===== config.mk =====
export PLATFORM = sky130hd
export DESIGN_NAME = alu_cmd_ctrl_flat
export DESIGN_NICKNAME = d
export VERILOG_FILES = /design/src/rtl/alu_cmd_ctrl_pkg.sv /design/src/rtl/alu_cmd_ctrl_if.sv /design/src/rtl/alu_cmd_ctrl.sv /design/src/flat_wrapper.sv
export SDC_FILE = /design/constraint.sdc
export NUM_CORES = 1
export LEC_CHECK = 0
export ABC_AREA = 1
export CAP_MARGIN = 10
export CELL_PAD_IN_SITES_DETAIL_PLACEMENT = 0
export CELL_PAD_IN_SITES_GLOBAL_PLACEMENT = 1
export CORE_AREA = 2 2 69 71
export CTS_CLUSTER_SIZE = 30
export DETAILED_ROUTE_END_ITERATION = 16
export DIE_AREA = 0 0 71 73
export PLACE_DENSITY_LB_ADDON = 0.05
export REMOVE_ABC_BUFFERS = 1
export SLEW_MARGIN = 20
export SYNTH_ARGS = -nofsm -noshare
export SYNTH_HDL_FRONTEND = slang
export SYNTH_SLANG_ARGS = --single-unit

===== constraint.sdc =====
create_clock -name clk -period 1.6 [get_ports clk]
set_input_delay 0.32 -clock clk [delete_from_list [all_inputs] [get_ports clk]]
set_output_delay 0.32 -clock clk [all_outputs]
set_load 0.03 [all_outputs]

===== src/rtl/alu_cmd_ctrl_pkg.sv =====
// -----------------------------------------------------------------------------
// alu_pkg
// Shared definitions for the ALU command controller and the datapath it drives.
//   - OP_* : 3-bit opcodes. These are also the ALU function-mux select codes,
//            so the controller forwards the opcode unchanged as alu_sel.
//   - state_t : command controller FSM encoding.
// -----------------------------------------------------------------------------
package alu_pkg;

  localparam logic [2:0] OP_ADD = 3'b000;
  localparam logic [2:0] OP_SUB = 3'b001;
  localparam logic [2:0] OP_AND = 3'b010;
  localparam logic [2:0] OP_NEG = 3'b011;  // two's complement of A
  localparam logic [2:0] OP_OR  = 3'b100;
  localparam logic [2:0] OP_XOR = 3'b101;
  localparam logic [2:0] OP_RL  = 3'b110;  // rotate A left by one
  localparam logic [2:0] OP_RR  = 3'b111;  // rotate A right by one

  typedef enum logic [1:0] {
    IDLE = 2'd0,
    EXEC = 2'd1,
    RESP = 2'd2
  } state_t;

endpackage


===== src/rtl/alu_cmd_ctrl_if.sv =====
// -----------------------------------------------------------------------------
// alu_cmd_ctrl_if
// Command and response handshakes between the bus front end and the ALU
// command controller.
//   cmd_valid/cmd_ready : command handshake, payload cmd_op, cmd_a, cmd_b
//   rsp_valid/rsp_ready : response handshake, payload rsp_data, rsp_op,
//                         rsp_zero, rsp_neg
// Modports:
//   master : front end (issues commands, consumes responses)
//   slave  : controller (accepts commands, produces responses)
// -----------------------------------------------------------------------------
interface alu_cmd_ctrl_if #(
  parameter int WIDTH = 4
);

  logic             cmd_valid;
  logic             cmd_ready;
  logic [2:0]       cmd_op;
  logic [WIDTH-1:0] cmd_a;
  logic [WIDTH-1:0] cmd_b;

  logic             rsp_valid;
  logic             rsp_ready;
  logic [WIDTH-1:0] rsp_data;
  logic [2:0]       rsp_op;
  logic             rsp_zero;
  logic             rsp_neg;

  modport master (
    output cmd_valid, cmd_op, cmd_a, cmd_b, rsp_ready,
    input  cmd_ready, rsp_valid, rsp_data, rsp_op, rsp_zero, rsp_neg
  );

  modport slave (
    input  cmd_valid, cmd_op, cmd_a, cmd_b, rsp_ready,
    output cmd_ready, rsp_valid, rsp_data, rsp_op, rsp_zero, rsp_neg
  );

endinterface


===== src/rtl/alu_cmd_ctrl.sv =====
// -----------------------------------------------------------------------------
// alu_cmd_ctrl
// Command-side controller for the combinational ALU datapath. Accepts one
// command, drives the function select and operands into the ALU mux for one
// cycle, captures the mux output and returns it with zero/negative flags.
// It is the only driver of the mux select.
//
// Parameters:
//   WIDTH : operand/result width (>= 2)
//   CNT_W : width of the saturating completed-response counter
// Ports:
//   clk, rst   : rising-edge clock, synchronous active-high reset
//   bus        : command/response handshakes (slave side)
//   alu_sel    : function select to the ALU mux (registered)
//   alu_a/b    : operands to the datapath (registered)
//   alu_result : combinational mux output, sampled only leaving EXEC
//   op_count   : number of completed responses, saturating
//
// Timing: command accepted at edge T -> operands on the datapath in the
// following cycle (EXEC) -> response valid in the cycle after that (RESP).
// A response taken at edge R leaves the controller idle in cycle R+1, so the
// peak rate is one command every 3 cycles.
// -----------------------------------------------------------------------------
module alu_cmd_ctrl
  import alu_pkg::*;
#(
  parameter int WIDTH = 4,
  parameter int CNT_W = 8
) (
  input  logic             clk,
  input  logic             rst,
  alu_cmd_ctrl_if.slave    bus,
  output logic [2:0]       alu_sel,
  output logic [WIDTH-1:0] alu_a,
  output logic [WIDTH-1:0] alu_b,
  input  logic [WIDTH-1:0] alu_result,
  output logic [CNT_W-1:0] op_count
);

  state_t state;

  // Counter increment that sticks at all-ones.
  function automatic logic [CNT_W-1:0] sat_inc(input logic [CNT_W-1:0] v);
    if (v == {CNT_W{1'b1}}) return v;
    return v + CNT_W'(1);
  endfunction

  // Gated by rst so no command can be taken while reset is held.
  assign bus.cmd_ready = (state == IDLE) && !rst;

  // The operand/select registers double as the latched command: they load on
  // accept and then hold, so the datapath inputs only change on a clock edge.
  always_ff @(posedge clk) begin
    if (rst) begin
      state         <= IDLE;
      alu_sel       <= 3'b000;
      alu_a         <= '0;
      alu_b         <= '0;
      bus.rsp_valid <= 1'b0;
      bus.rsp_data  <= '0;
      bus.rsp_op    <= 3'b000;
      bus.rsp_zero  <= 1'b0;
      bus.rsp_neg   <= 1'b0;
      op_count      <= '0;
    end else begin
      case (state)
        // ---- IDLE: accept a command ----
        IDLE: begin
          if (bus.cmd_valid) begin
            alu_sel <= bus.cmd_op;
            alu_a   <= bus.cmd_a;
            alu_b   <= bus.cmd_b;
            state   <= EXEC;
          end
        end
        // ---- EXEC: datapath evaluates, capture result and flags ----
        EXEC: begin
          bus.rsp_data  <= alu_result;
          bus.rsp_zero  <= (alu_result == '0);
          bus.rsp_neg   <= alu_result[WIDTH-1];
          bus.rsp_op    <= alu_sel;
          bus.rsp_valid <= 1'b1;
          state         <= RESP;
        end
        // ---- RESP: hold response until it is taken ----
        RESP: begin
          if (bus.rsp_ready) begin
            bus.rsp_valid <= 1'b0;
            op_count      <= sat_inc(op_count);
            state         <= IDLE;
          end
        end
        default: state <= IDLE;
      endcase
    end
  end

endmodule


===== src/flat_wrapper.sv =====
// flat-port wrapper written by rule: the top's interface ports become plain ports
module alu_cmd_ctrl_flat import alu_pkg::*;
#(
  parameter int WIDTH = 4,
  parameter int CNT_W = 8
)
  (clk, rst, alu_sel, alu_a, alu_b, alu_result, op_count, bus_cmd_valid, bus_cmd_op, bus_cmd_a, bus_cmd_b, bus_rsp_ready, bus_cmd_ready, bus_rsp_valid, bus_rsp_data, bus_rsp_op, bus_rsp_zero, bus_rsp_neg);
  alu_cmd_ctrl_if #(.WIDTH(WIDTH)) bus_i ();
  input  logic clk;
  input  logic rst;
  output logic [2:0] alu_sel;
  output logic [WIDTH-1:0] alu_a;
  output logic [WIDTH-1:0] alu_b;
  input  logic [WIDTH-1:0] alu_result;
  output logic [CNT_W-1:0] op_count;
  input wire logic [$bits(bus_i.cmd_valid)-1:0] bus_cmd_valid;
  input wire logic [$bits(bus_i.cmd_op)-1:0] bus_cmd_op;
  input wire logic [$bits(bus_i.cmd_a)-1:0] bus_cmd_a;
  input wire logic [$bits(bus_i.cmd_b)-1:0] bus_cmd_b;
  input wire logic [$bits(bus_i.rsp_ready)-1:0] bus_rsp_ready;
  output wire logic [$bits(bus_i.cmd_ready)-1:0] bus_cmd_ready;
  output wire logic [$bits(bus_i.rsp_valid)-1:0] bus_rsp_valid;
  output wire logic [$bits(bus_i.rsp_data)-1:0] bus_rsp_data;
  output wire logic [$bits(bus_i.rsp_op)-1:0] bus_rsp_op;
  output wire logic [$bits(bus_i.rsp_zero)-1:0] bus_rsp_zero;
  output wire logic [$bits(bus_i.rsp_neg)-1:0] bus_rsp_neg;
  assign bus_i.cmd_valid = bus_cmd_valid;
  assign bus_i.cmd_op = bus_cmd_op;
  assign bus_i.cmd_a = bus_cmd_a;
  assign bus_i.cmd_b = bus_cmd_b;
  assign bus_i.rsp_ready = bus_rsp_ready;
  assign bus_cmd_ready = bus_i.cmd_ready;
  assign bus_rsp_valid = bus_i.rsp_valid;
  assign bus_rsp_data = bus_i.rsp_data;
  assign bus_rsp_op = bus_i.rsp_op;
  assign bus_rsp_zero = bus_i.rsp_zero;
  assign bus_rsp_neg = bus_i.rsp_neg;
  alu_cmd_ctrl #(.WIDTH(WIDTH), .CNT_W(CNT_W)) u_core (.clk(clk), .rst(rst), .bus(bus_i), .alu_sel(alu_sel), .alu_a(alu_a), .alu_b(alu_b), .alu_result(alu_result), .op_count(op_count));
endmodule

==> results.json <==
{
  "end_kind": "output port",
  "ir_drop_v": 0.000517,
  "fp.dieW_um": 71,
  "yosys.area_share.simple_pct": 31.1,
  "leakage_nw": 0.907,
  "reg2reg_depth": 10,
  "fin_nets": 244,
  "drtPass1Iterations": 4,
  "yosysSeqAreaShare_pct": 47.9,
  "timing.final.hold_violations": 0,
  "grtUsageTotal_pct": 13.2,
  "synth_edf_count": 0,
  "yosys.area.top_type_share_pct": 47.9,
  "drc_errors": 0,
  "start_util_pct": 27.6,
  "rsz0062_at_grt": "no",
  "cts-root-buf": "clkbuf_8",
  "final.period_utilization_pct": 94.7,
  "placed_cells_incl_taps": 271,
  "antenna_cells": 0,
  "clockBufferDepth": 2,
  "hold_start": "u_core.bus.rsp_valid$_SDFFE_PP0P_",
  "grt-ovfl-total": 0,
  "antenna_found_initial": 0,
  "wl_per_cell_um": 11.6,
  "status": "complete, no violations",
  "grt_use_met3_pct": 6.08,
  "yosysUniqueCellTypes": 26,
  "p_sw_mw": 0.507,
  "drt_iter0_markers": 25,
  "clockPowerShare_pct": 45.7,
  "routed_wirelength_um": 3220,
  "port_buffers": 48,
  "finalSetupViolCount": 0,
  "die-height_um": 73,
  "p_comb_share_pct": 15.2,
  "switching_share_pct": 24.3,
  "ctsHoldBuffers": 0,
  "synth_common_cells": "49 x nor2_1, 30 x dfxtp_1, 20 x nand2_1",
  "synthAdderAreaFrac_pct": 0.998,
  "yosysWarnings": 0,
  "arrival_ns": 1.20,
  "avgSynthCellArea_um2": 7.51,
  "dieArea_um2": 5180,
  "met2_usage_pct": 19.4,
  "via_count": 1240,
  "grt_pass1_vias": 1145,
  "yosys-top-cells-area": "dfxtp_1 48%, nor2_1 15%, o21ai_0 7.6%, nand2_1 6.0%, inv_1 3.0%",
  "cp-start-kind": "primary input",
  "syn-cell-area_um2": 1250,
  "async_flop_share_pct": 0,
  "io_pins": 49,
  "finalCriticalPeriod_ns": 1.52,
  "ys_ff_latch": 30,
  "worst_slack_ns": 0.0850,
  "post_cts_buffers": 0,
  "critPathKind": "in2out",
  "yosysMostFrequentCell": "nor2_1",
  "stdcell_count": 279,
  "drive_gt1_share_pct": 13.8,
  "synth_compound_area_share_pct": 10.6,
  "use_met1_pct": 16.2,
  "gp_congestion": 0.747,
  "hp-class": "reg2reg",
  "via_per_inst": 4.44,
  "cts_buffers": 5,
  "core_um2": 4540,
  "skew_ns": 0.00354,
  "regToRegSetupSlack_ns": 0.25,
  "cts_tree": "done",
  "p_per_area_nw_per_um2": 1090,
  "synth_cells": 167,
  "clock-sinks": 30,
  "yosysTopAreaCell": "dfxtp_1",
  "reg2reg_from": "u_core.op_count[0]$_SDFFE_PP0P_",
  "fmax_ghz": 0.660,
  "ys_dominant_reg_cell": "dfxtp_1",
  "grt_pass1_wl_um": 5220,
  "ctsResizeCount": 29,
  "internal_power_mw": 1.58,
  "critPathMaxFanout": 4,
  "crit_required_ns": 1.28,
  "grt_start_max_net_pins": 23,
  "min_path_cells": 2,
  "rows": 25,
  "clk_pin_slew_ns": 0.06,
  "relSlewSlack_pct": 60.5,
  "clock_latency_ns": 0.28,
  "synth_mux_area_share_pct": 0,
  "synth_top_family_by_area": "simple AND/OR/NAND/NOR gates",
  "seqPwrFrac_pct": 39.2,
  "top_usage_layer": "met2",
  "finalPower_mw": 2.09,
  "ant_nets": 0,
  "cts.htree.levels": 2,
  "area.growth.synth_to_final_pct": 53.5,
  "pre_cts_slack_ns": -0.0995,
  "hpwlAfterDp_um": 2440,
  "r2r_end": "u_core.op_count[0]$_SDFFE_PP0P_",
  "min_to": "u_core.bus.rsp_valid$_SDFFE_PP0P_",
  "drv_cap": 0,
  "drv_slew": 0,
  "tightest_slew_ns": 0.592,
  "synth_xor_area_share_pct": 1.40
}
## flip-flops by register name, indices dropped and copies added (netlist names)
name                  count
u_core.alu_b              4
u_core.alu_sel            3
u_core.op_count           8
u_core.bus.rsp_data       4
u_core.bus.rsp_valid      1
u_core.alu_a              4
u_core.state              2
u_core.bus.rsp_op         3
u_core.bus.rsp_zero       1
## cells in the final DEF, fill, tap and decap left out, types with 3 or more instances in the layout
master            n
nand2_1          20
buf_4            10
dlygate4sd2_1    29
inv_1            10
clkdlybuf4s50_1  18
nor3_1            4
o21ai_0          19
nor2_1           49
dfxtp_1          30
a21oi_1           4
clkbuf_8          6
nand3_1           4
nand2_2           3
## worst max path at each step
stage,startpoint,endpoint,slack [ns]
floorplan,u_core.op_count[0]$_SDFFE_PP0P_,u_core.op_count[1]$_SDFFE_PP0P_,0.16
global placement,rst,u_core.op_count[4]$_SDFFE_PP0P_,-0.03
detailed placement,rst,u_core.alu_a[3]$_SDFFE_PP0P_,-0.1
CTS,rst,bus_cmd_ready,0.07
global route,rst,bus_cmd_ready,0.01
finish,rst,bus_cmd_ready,0.08
## final cells by class
cell class / instances / area (µm²)
fill: 461 / 2610
inverter: 13 / 51.3
clock inverter: 2 / 60.1
tap: 54 / 67.6
sequential: 30 / 601
timing repair buffer: 57 / 509
clock buffer: 6 / 82.6
multi-input combinational: 117 / 553
## per-layer routing
metal  wire [µm]  up-vias
met1        1520      556
li1            -      643
met3         270        4
met5           0        -
met4          44        0
met2        1390       37
## power groups by stage
| stage | clock, mW | combinational, mW | sequential [mW] |
|---|---|---|---|
| 2_1_floorplan | 0 | 0.0891 | 0.920 |
| 3_3_place_gp | 0 | 0.345 | 0.837 |
| 3_5_place_dp | 0 | 0.350 | 0.837 |
| 4_1_cts | 0.987 | 0.321 | 0.819 |
| 5_1_grt | 1.02 | 0.343 | 0.824 |
| 6_report | 0.954 | 0.317 | 0.818 |
## through the flow
stage / utilization, % / TNS [ns] / hold WS (ns) / area (µm²)
after floorplan: - / 0 / 0.382 / 1200
after global placement: 40.1 / -0.0680 / 0.452 / 1820
after detailed placement: 40.1 / -1.27 / 0.464 / 1820
after CTS: 42.4 / 0 / 0.471 / 1920
after global routing: 42.4 / 0 / 0.490 / 1920
final: 42.4 / 0 / 0.471 / 1920
## logic make-up after synthesis
kind of cell / after synthesis
AND/OR/NAND/NOR: 89
flip-flops: 30
AO/OA/AOI/OAI: 25
buffers and inverters: 20
XOR/XNOR: 2
adder cells (fa/ha/maj): 1
## worst max-delay path, stage by stage
cell,delay (ns)
clkdlybuf4s50_1,0.49
nor3_1,0.19
buf_4,0.20
Note: power is estimated with default switching activity, not from simulation.
==> RTL edit 1 (same flow settings) <==
`WIDTH` is set to 4 in 3 places; all go to 6.
--- a/src/rtl/alu_cmd_ctrl_if.sv
+++ b/src/rtl/alu_cmd_ctrl_if.sv
@@ -10,7 +10,7 @@
 //   slave  : controller (accepts commands, produces responses)
 // -----------------------------------------------------------------------------
 interface alu_cmd_ctrl_if #(
-  parameter int WIDTH = 4
+  parameter int WIDTH = 6
 );
 
   logic             cmd_valid;
--- a/src/rtl/alu_cmd_ctrl.sv
+++ b/src/rtl/alu_cmd_ctrl.sv
@@ -24,7 +24,7 @@
 module alu_cmd_ctrl
   import alu_pkg::*;
 #(
-  parameter int WIDTH = 4,
+  parameter int WIDTH = 6,
   parameter int CNT_W = 8
 ) (
   input  logic             clk,
--- a/src/flat_wrapper.sv
+++ b/src/flat_wrapper.sv
@@ -1,7 +1,7 @@
 // flat-port wrapper written by rule: the top's interface ports become plain ports
 module alu_cmd_ctrl_flat import alu_pkg::*;
 #(
-  parameter int WIDTH = 4,
+  parameter int WIDTH = 6,
   parameter int CNT_W = 8
 )
   (clk, rst, alu_sel, alu_a, alu_b, alu_result, op_count, bus_cmd_valid, bus_cmd_op, bus_cmd_a, bus_cmd_b, bus_rsp_ready, bus_cmd_ready, bus_rsp_valid, bus_rsp_data, bus_rsp_op, bus_rsp_zero, bus_rsp_neg);
Ports: changed (6 resized); port bits go from 49 to 61. No check against the original RTL was run, so the function may have changed too.
==> RTL edit 1 against the unedited design <==
- area after synthesis rose by 17%
- sequential cell count is 6 higher
- combinational power up 26%
- die area is the same
- final area rose by 14%
- highest routed layer unchanged
- via count is 12% higher
- count of clock-buffer cells in the layout up 1
- core utilization increased by 6.0 points
- routed wire length up 5.2%
- sequential share of layout area rose by 1.6 points
- worst setup slack better by 92 ps
- total power is 0.11% lower
==> RTL edit 1: results (changes against the unedited design) <==
| Metric | Value |
|---|---|
| Status | finished clean |
| Number of cells on the worst reg-to-reg path | 8 (-2) |
| Total of fill cells in the finished design | 483 (+4.8%) |
| Synth top area cells | sky130_fd_sc_hd__dfxtp_1 49%, sky130_fd_sc_hd__nor2_1 16%, sky130_fd_sc_hd__o21ai_0 8.9% |
| Avg Inst Size Synth | 7.501 sq um (about the same) |
| Clk power | 701 uW (-27%) |
| Number of placed instances with taps included | 308 (+14%) |
| Flop2flop setup slack | 300 ps (+50 ps) |
| Routed vias | 1392 (+12%) |
| Most common library cells after synthesis | 61 x sky130_fd_sc_hd__nor2_1, 36 x sky130_fd_sc_hd__dfxtp_1, 26 x sky130_fd_sc_hd__o21ai_0, 17 x sky130_fd_sc_hd__nand2_1, 10 x sky130_fd_sc_hd__inv_1 |
| Detailed-route wire length on metal 1 | 1518 um (about the same) |
| Sequential cell fraction of total power | 0.473 (+0.081) |
| Share of cell area taken by multi-input logic gates | 0.2851 (-0.002241) |
| Combined global-route utilization of all metal layers | 0.1409 (+0.008722) |
| WP data arrival | 1100 ps (-100 ps) |
| Seq pwr | 986 uW (+21%) |
| Sw frac | 0.2818 (+0.03893) |
| Maximum number of pins on one net before global-route repair | 31 (+35%) |
| # clk buffers | 7 (+1) |
| Routed length on met2 | 1530 um (+10%) |
| Initial DRC count | 48 (+92%) |
| Proportion of cell area spent on the clock network | 0.04382 (-0.03030) |
| Non-filler cells, final | 315 (+13%) |
| Fraction of the mapped netlist area in compound gates | 0.1163 (+0.01055) |
| Setup slack at placement | 46.23 ps (+145.7 ps) |
| Total of cells resized after clock tree synthesis | 35 (+21%) |
| CP Max Fanout | 3 (-1) |
| Count of inverters not on the clock network in the layout | 17 (+4) |
| Wire length of the first global-routing pass | 5692 um (+9.0%) |
| VDD IR-drop max | 0.0004382 V (-15%) |
| Number of global-route vias before repair | 1284 (+12%) |
| Register fraction of the total cell area | 0.3278 (+0.01574) |
| Post-synthesis adder-cell area fraction | 0.008554 (-0.001426) |
| Fraction of final layout cells with drive strength greater than 1 | 0.1111 (-0.02667) |
| Global-route track usage on met2 | 0.2212 (+0.02700) |
| Slew Limit Headroom | 0.7813 (+0.1762) |
| Post-Synth XOR/XNOR Area | 0.01198 (-0.001996) |
| Buffering overhead | 0.2817 (+0.01710) |
| Routing usage on met1 | 0.1681 (+0.005638) |
| Met3 demand-to-capacity share in global routing | 0.06492 (+0.004144) |
| Clock slew at reported path FFs | 80 ps (+20 ps) |
| Port Buffer Count | 60 (+25%) |
| Final sequential cell count | 36 (+20%) |
| Shortest period the worst path allows | 1423 ps (-92.37 ps) |
| Critical path capture point | bus_cmd_ready |
| Count of plain and timing-repair buffers | 67 (+18%) |
| Leakage dissipation | 0.001079 uW (+19%) |
[RTL edit 1: how the worst min path moves through the flow]
stage | from | to | slack, ps
floorplan | rst | u_core.bus.rsp_valid$_SDFFE_PP0P_ | 390
global placement | u_core.alu_a[3]$_SDFFE_PP0P_ | u_core.alu_a[3]$_SDFFE_PP0P_ | 460
detailed placement | u_core.bus.rsp_valid$_SDFFE_PP0P_ | u_core.bus.rsp_valid$_SDFFE_PP0P_ | 460
CTS | u_core.bus.rsp_valid$_SDFFE_PP0P_ | u_core.bus.rsp_valid$_SDFFE_PP0P_ | 470
global route | u_core.bus.rsp_valid$_SDFFE_PP0P_ | u_core.bus.rsp_valid$_SDFFE_PP0P_ | 490
finish | u_core.bus.rsp_valid$_SDFFE_PP0P_ | u_core.bus.rsp_valid$_SDFFE_PP0P_ | 470
[RTL edit 1: critical path, cell delays in order]
cell                              delay (ps)
sky130_fd_sc_hd__clkdlybuf4s50_1         440
sky130_fd_sc_hd__nor3_1                  150
sky130_fd_sc_hd__buf_4                   190
==> RTL edit 2 (same settings) <==
Made on the original files. Make the reset (`rst`) asynchronous in one clocked block. Comments in the files are not updated.
--- a/src/rtl/alu_cmd_ctrl.sv
+++ b/src/rtl/alu_cmd_ctrl.sv
@@ -50,7 +50,7 @@
 
   // The operand/select registers double as the latched command: they load on
   // accept and then hold, so the datapath inputs only change on a clock edge.
-  always_ff @(posedge clk) begin
+  always_ff @(posedge clk or posedge rst) begin
     if (rst) begin
       state         <= IDLE;
       alu_sel       <= 3'b000;
Check against the original RTL: differs if rst is asserted again (counterexample within 4 cycles, from zero or initial values and one cycle with rst high); with rst held inactive, the same outputs for 10 cycles.
==> RTL edit 2 against the unedited design <==
- via count is 6.4% lower
- largest cell class unchanged
- routed wire length is 5.2% lower
- clock skew is 0.59 ps lower
- area after synthesis grew 8.3%
- worst setup slack better by 62 ps
- sequential cell count is the same
- final area is 1.6% higher
- global-route usage down 0.12 points
Power is not compared: it rests on default switching activity, and its combinational part moved more than twofold at a synthesized area within 25%.
==> RTL edit 2: results (changes against the unedited design) <==
| Metric | Value |
|---|---|
| Number of antenna violations at the first check in global routing | 0 (unchanged) |
| Most used flip-flop cell after synthesis | sky130_fd_sc_hd__dfrtp_1 |
| Fraction of final layout cells with drive strength greater than 1 | 0.1215 (-0.01628) |
| Synth warnings | 0 (unchanged) |
| Clock slew at reported path FFs | 60 ps (about the same) |
| Fraction of the mapped netlist area in compound gates | 0.03594 (-0.06984) |
| Internal power | just under 2000 uW |
| Maximum buffer depth of the clock tree | 2 (unchanged) |
| Post-layout net count | 233 (-4.5%) |
| N_diodes | 0 (unchanged) |
| Status | finished clean |
| Number of global-route vias before repair | 1117 (-2.4%) |
| Initial DRC count | 43 (+72%) |
| Maximum number of pins on one net before global-route repair | 31 (+35%) |
| Master cell of the clock root buffer | sky130_fd_sc_hd__clkbuf_8 |
| Flip-flop count of the largest register after layout | 8 (unchanged) |
| Terminus of the critical flop-to-flop path | u_core.op_count[3]$_DFFE_PP0P_ |
| Start point of the critical path | u_core.state[0]$_DFFE_PP0P_ |
| Most common library cells after synthesis | 75 x sky130_fd_sc_hd__nand2_1, 30 x sky130_fd_sc_hd__dfrtp_1, 10 x sky130_fd_sc_hd__inv_1, 8 x sky130_fd_sc_hd__nor2_1 |
| Post-synthesis sequential area ratio | 0.5530 (+0.07395) |
| VDD IR-drop max | 0.0007190 V |
| Final Routed Wirelength | 3056 um (-5.2%) |
| Routed vias | 1161 (-6.4%) |
| Wire length of the first global-routing pass | 5140 um (-1.6%) |
| Setup Skew | 2.941 ps (-0.5941 ps) |
| Reg2Reg Launch Point | u_core.op_count[0]$_DFFE_PP0P_ |
| Number of cells on the worst reg-to-reg path | 8 (-2) |
| Global placer's final weighted congestion | 0.7177 (-4.0%) |
| Post-synthesis adder-cell area fraction | 0.009217 (-0.0007635) |
| Later-pin clock latency in the skew report | 280 ps (about the same) |
| Inserted Clock Buffers | 5 (unchanged) |
| Leakage dissipation | 0.001022 uW |
| Critical path capture point | bus_cmd_ready |
| Cell variety after synth | 23 (-12%) |
| Post-synth ARST share | 1.000 (+1.000) |
| Port Buffer Count | 48 (unchanged) |
| Least-Margin Pin Slew | 318.6 ps (-273.1 ps) |
| Hold/Removal Path Class | input port to async pin |
| Synth top area cells | sky130_fd_sc_hd__dfrtp_1 55%, sky130_fd_sc_hd__nand2_1 21%, sky130_fd_sc_hd__inv_1 2.8% |
| CP Max Fanout | 5 (+1) |
| Number of levels the H-tree was split into | 2 (unchanged) |
| Combined global-route utilization of all metal layers | 0.1310 (-0.001166) |
| Multiplexer share of the synthesized area | 0 (unchanged) |
| Number of search-and-repair iterations in the first detailed-routing pass | 4 (unchanged) |
| Post-Synth XOR/XNOR Area | 0.01935 (+0.005383) |
| Half-perimeter wire length of the detailed placement result | 2218 um (-9.3%) |
| Flop2flop setup slack | roughly 240 ps |
| Most flop-heavy register | u_core.op_count |
[RTL edit 2: layout make-up]
class                           count  area (sq um)
Timing Repair Buffer               50         469.2
Clock inverter                      1         5.005
Multi-Input combinational cell    112         521.8
Tap cell                           54         67.56
Inverter                           14         55.05
Sequential cell                    30         750.7
Fill cell                         466          2580
Clock buffer                        7         86.33
[RTL edit 2: cells by family after synthesis]
family                     after synthesis
buffers and inverters                   17
adders and majority gates                1
DFF                                     30
xor gates and xnor gates                 3
and+or+nand+nor                        100
AOI/OAI and AO/OA                        8
[RTL edit 2: layer usage]
metal / vias up / wire length (um) / GRT usage
met5: - / 0 / 0
met4: 0 / 44 / 0.06289
met3: 4 / 149 / 0.04558
met2: 27 / 1510 / 0.2118
met1: 539 / 1351 / 0.1565
li1: 591 / - / -
[RTL edit 2: through the flow]
step / setup WS (ps) / hold WS, ps / cells / area (sq um)
6_report: 146.6 / 423.1 / 268 / 1956
5_1_grt: 56.94 / 427.9 / 268 / 1956
4_1_cts: 130.2 / 428.2 / 268 / 1956
3_5_place_dp: 161.3 / 461.9 / 260 / 1901
3_3_place_gp: 166.2 / 457.8 / 260 / 1901
2_1_floorplan: 119.0 / 410.8 / 156 / 1328
[RTL edit 2: critical path, stage by stage, from the launching register on]
cell,delay (ps)
sky130_fd_sc_hd__dfrtp_1,460
sky130_fd_sc_hd__nor3_1,210
sky130_fd_sc_hd__buf_4,190
[RTL edit 2: power groups by stage]
stage / combinational (uW) / sequential, uW / clock (uW)
global placement: 1890 / 1280 / 0
floorplan: 546 / 1840 / 0
global route: 1820 / 1310 / 689
CTS: 1710 / 1270 / 660
detailed placement: 1900 / 1280 / 0
finish: 1680 / 1260 / 623
[RTL edit 2: repair_timing]
action,4_1_cts,5_1_grt
resized for setup,29,0
endpoints found under the setup margin,29,0
buffers inserted,0,0
